`config.mk`:
```
export PLATFORM = sky130hd
export DESIGN_NAME = rca_pipe_nbits
export DESIGN_NICKNAME = d
export VERILOG_FILES = /design/src/rtl/rca_pipe_nbits.sv
export SDC_FILE = /design/constraint.sdc
export NUM_CORES = 1
export LEC_CHECK = 0
export CAP_MARGIN = 20
export CORE_ASPECT_RATIO = 0.75
export CORE_MARGIN = 2
export CORE_UTILIZATION = 55
export DETAILED_ROUTE_END_ITERATION = 12
export PLACE_DENSITY = 0.79
export SLEW_MARGIN = 10
export SYNTH_ARGS = -nofsm -noshare
export SYNTH_HDL_FRONTEND = slang
export SYNTH_SLANG_ARGS = --single-unit
```
`constraint.sdc`:
```
create_clock -name clk -period 8.5 [get_ports clk]
set_clock_uncertainty 0.2 [all_clocks]
set_input_delay 1.275 -clock clk [delete_from_list [all_inputs] [get_ports clk]]
set_output_delay 1.275 -clock clk [all_outputs]
set_load 0.02 [all_outputs]
```
`src/rtl/rca_pipe_nbits.sv`:
```
// Pipelined ripple-carry adder: n bits split into `stages` slices with a registered carry between slices, valid/ready handshake.
// Define RCA_PIPE_OVF_EN to add the registered signed-overflow output `ovf`.
module rca_pipe_nbits #(
  parameter int n      = 32,
  parameter int stages = 4
) (
  input  logic         clk,
  input  logic         rst,
  input  logic         in_valid,
  output logic         in_ready,
  input  logic [n-1:0] x,
  input  logic [n-1:0] y,
  input  logic         cin,
  output logic         out_valid,
  input  logic         out_ready,
  output logic [n-1:0] s,
  output logic         cout
`ifdef RCA_PIPE_OVF_EN
  ,
  output logic         ovf
`endif
);

  localparam int W    = (stages > 0) ? n / stages : n;
  localparam int LAST = stages - 1;

  if (stages < 1 || stages > n || (n % stages) != 0) begin : g_bad_cfg
    $error("rca_pipe_nbits: stages must be in 1..n and divide n");
  end

  // acc_q[k] holds the staircase {x bits not yet added, sum bits so far};
  // y_q[k] holds the not-yet-added y bits, right-justified.
  logic         v_q   [stages];
  logic         c_q   [stages];
  logic [n-1:0] acc_q [stages];
  logic [n-1:0] y_q   [stages];
  logic         adv;

`ifdef RCA_PIPE_OVF_EN
  logic ovf_q;
`endif

  assign adv      = !v_q[LAST] || out_ready;
  assign in_ready = adv;

  for (genvar k = 0; k < stages; k++) begin : g_st
    logic [n-1:0] a_src;
    logic [n-1:0] b_src;
    logic         c_src;
    logic         v_src;
    logic [W:0]   sum;
    logic [n-1:0] a_nxt;

    if (k == 0) begin : g_first
      assign a_src = x;
      assign b_src = y;
      assign c_src = cin;
      assign v_src = in_valid;
    end else begin : g_next
      assign a_src = acc_q[k-1];
      assign b_src = y_q[k-1];
      assign c_src = c_q[k-1];
      assign v_src = v_q[k-1];
    end

    assign sum = {1'b0, a_src[k*W +: W]} + {1'b0, b_src[W-1:0]} + {{W{1'b0}}, c_src};

    always_comb begin
      a_nxt            = a_src;
      a_nxt[k*W +: W]  = sum[W-1:0];
    end

    always_ff @(posedge clk) begin
      if (rst) begin
        v_q[k]   <= 1'b0;
        c_q[k]   <= 1'b0;
        acc_q[k] <= '0;
        y_q[k]   <= '0;
      end else if (adv) begin
        v_q[k]   <= v_src;
        c_q[k]   <= sum[W];
        acc_q[k] <= a_nxt;
        y_q[k]   <= b_src >> W;
      end
    end

`ifdef RCA_PIPE_OVF_EN
    if (k == LAST) begin : g_ovf
      // Carry into the MSB is recovered as s^x^y at bit n-1, then XORed with the carry out.
      logic cmsb;
      assign cmsb = a_src[n-1] ^ b_src[W-1] ^ sum[W-1];

      always_ff @(posedge clk) begin
        if (rst) begin
          ovf_q <= 1'b0;
        end else if (adv) begin
          ovf_q <= cmsb ^ sum[W];
        end
      end
    end
`endif
  end

  assign out_valid = v_q[LAST];
  assign s         = acc_q[LAST];
  assign cout      = c_q[LAST];

`ifdef RCA_PIPE_OVF_EN
  assign ovf = ovf_q;
`endif

endmodule
```
==> reports/metrics.yaml <==
status: "finished, final reports clean"
yosysTopAreaCell: "edfxtp_1"
cp.required_ps: 7030
critPathCaptureType: "output pin"
synthTopCellsByArea: "edfxtp_1 68%, and2_1 12%, ha_1 4.3%"
hold_path_class: "reg2reg"
max-slew-margin-rel_pct: 38.6
ys_seq_elements: 184
crit_chain: "clkdlybuf4s50_1, nor2b_4, inv_1, clkdlybuf4s50_1"
drc: 0
powerDensity_nw_per_um2: 205
tightest_slew_ps: 921
fin_crit_ps: 4020
path_buf_inv: 3
numClockSinks: 184
portBuffers: 103
cp.depth: 4
grt_first_pass_wirelength_mm: 21.2
drv_cap: 0
r2r_slack_ps: 5890
period_share_pct: 47.3
p_leak_uw: 0.00403
die_w_um: 145
post_synth_instance_area_um2: 8150
rsz0062_at_grt: "false"
synth_fa_ha_area_share_pct: 6.27
cts_inserted_buffers: 17
path_clk_slew_ps: 70
setup_viol: 0
synth-xor-area-share_pct: 0.108
vias: 4684
wire_per_inst_um: 14.4
nets: 792
slowest_delay_ps: 540
r2r_cells: 6
cpMaxStageDelayCell: "clkdlybuf4s50_1"
diodes: 0
cts_tree: "yes"
std_cell_rows: 38
clock_latency_ps: 430
grt-ovfl-total: 0
fmax_mhz: 249
antenna_found_initial: 0
yosysUniqueCellTypes: 30
r2r-start: "y_q[0][24]"
drtIter0Drc: 324
crit_path_start_kind: "primary input"
synth_compound_area_share_pct: 6.25
root_buffer: "clkbuf_16"
syn_area_per_cell_um2: 14.0
die-area_um2: 15800
startpoint: "out_ready"
core_region_area_um2: 14500
critical_path.max_fanout: 4
dp_hpwl_mm: 8.44
crit_path_frequent_cell: "clkdlybuf4s50_1"
die_y_um: 109
ctsLongestPathBuffers: 2
hold_viol_final: 0
synth_nets: 686
ant_nets: 0
fin_tns_setup_ps: 0
ir_worst_vdd_v: 0.000143
ctsHoldBuffers: 0
cp-endpoint: "in_ready"
globalplace.congestion: 0.893
synthCells: 581
r2r-end: "c_q[2]"
wirelength_mm: 13.0
power.total_uw: 2050
grt_pass1_vias: 4638
synth-simple-area-share_pct: 17.5
crit_family: "buffers and inverters"
synth_top_area_share_pct: 67.8
grt_max_degree: 94
htree_levels: 4
viasPerCell: 5.20
initial_core_util_pct: 56.4
synth_top_family_by_area: "simple AND/OR/NAND/NOR gates"
ys_seq_area_share_pct: 67.8
crit_arrival_ps: 2550
final_layout_size_suffix_gt1_share_pct: 5.43
cts_setup_buffers: 0
drv_slew: 0
muxShareOfSynthArea_pct: 0
area.growth.synth_to_final_pct: 22.6
drt_pass1_iterations: 5
crit_type: "in2out"
ctsResizeCount: 0
synth_warnings: 0
ios: 104
track_usage_pct: 17.6
## layout by cell type (no fill, tap or decap), types with 2 or more instances in the layout
cell             netlist  routed
a21oi_1                9       9
inv_1                 20      20
edfxtp_1             184     184
a31oi_1                3       3
clkbuf_16              0      17
nor3_1                27      27
clkinv_4               0       3
o31a_1                 3       3
bufinv_16              0       2
clkdlybuf4s50_1        0     103
clkinv_1               0       2
inv_6                  0       3
or4_1                  7       7
a21o_1                 5       5
and2_1               153     153
ha_1                  28      28
inv_8                  0       3
fa_1                   8       8
nand2b_1               8       7
nand3_1               11      11
o21bai_1               3       3
clkinvlp_4             0       2
a211oi_1              13      13
nor2_1                15      15
nor2b_1               13      13
buf_4                  1       5
o21ai_0               26      26
o2111ai_1              7       7
o21a_1                 8       8
nand2_1                4       4
## logic make-up after synthesis
kind of cell | after synthesis
AO/OA/AOI/OAI | 78
XOR/XNOR | 1
flip-flops | 184
AND/OR/NAND/NOR | 241
adder cells (fa/ha/maj) | 36
buffers and inverters | 41
## worst reg2reg max path, cell delays in order, from the launching register on
cell	delay [ps]
edfxtp_1	410
fa_1	490
fa_1	440
a211oi_1	360
o21a_1	230
o21ai_0	110
o211a_1	130
## state kept, by name (all words and copies together) (netlist names)
signal	flops
acc_q	128
c_q	4
v_q	4
y_q	48
## area by class of cell
class | count | area, um2
sequential | 184 | 5530
fill | 1040 | 4470
clock inverter | 15 | 169
timing repair buffer | 108 | 1070
inverter | 20 | 75.1
clock buffer | 17 | 425
tap | 200 | 250
multi-input combinational | 356 | 2470
## where the power goes
part           leakage [uW]  switching [uW]  total (uW)  internal [uW]
clock network      0.000285             348         789            441
registers           0.00218            15.6        1080           1060
logic               0.00156            88.3         182           93.3
total               0.00403             452        2050           1590
## cell usage after synthesis
master,n
nor2_1,15
o21ai_0,26
o21bai_1,3
nor3_1,27
nor2b_4,1
inv_1,20
clkbuf_1,16
buf_4,1
or4_1,7
o211a_1,1
nand2b_1,8
nand3_1,11
o31a_1,3
buf_2,3
nand2_1,4
or2_1,1
a21oi_1,9
o21a_1,8
a31oi_1,3
ha_1,28
and2_1,153
nor2_2,1
a211oi_1,13
o2111ai_1,7
edfxtp_1,184
xnor2_1,1
nor2b_1,13
fa_1,8
clkbuf_2,1
a21o_1,5
## how the worst min path moves through the flow
stage / from / endpoint / cells after the start
finish: acc_q[2][5] / acc_q[3][5] / 1
global placement: acc_q[1][13] / acc_q[2][13] / 1
global route: acc_q[1][11] / acc_q[2][11] / 1
floorplan: acc_q[0][0] / acc_q[1][0] / 1
CTS: acc_q[2][5] / acc_q[3][5] / 1
detailed placement: acc_q[2][5] / acc_q[3][5] / 1
## layer usage
layer  vias to the layer above  routed length [um]  GRT usage, %
met5                         -                   0             0
met1                      2218                5560          21.6
li1                       2322                   -             -
met2                       126                6650          30.0
met3                        18                 627          5.40
met4                         0                 164          6.24
## through the flow
stage / setup slack [ps] / area, um2 / hold slack (ps) / utilization (%) / std cells
3_5_place_dp: 4470 / 9390 / 301 / 65.0 / 868
3_3_place_gp: 4520 / 9390 / 299 / 65.0 / 868
2_1_floorplan: 2030 / 8150 / 297 / - / 581
6_report: 4480 / 9980 / 315 / 69.1 / 900
4_1_cts: 4470 / 9980 / 317 / 69.1 / 900
5_1_grt: 4440 / 9980 / 329 / 69.1 / 900
Power figures use the tool's default switching activity.
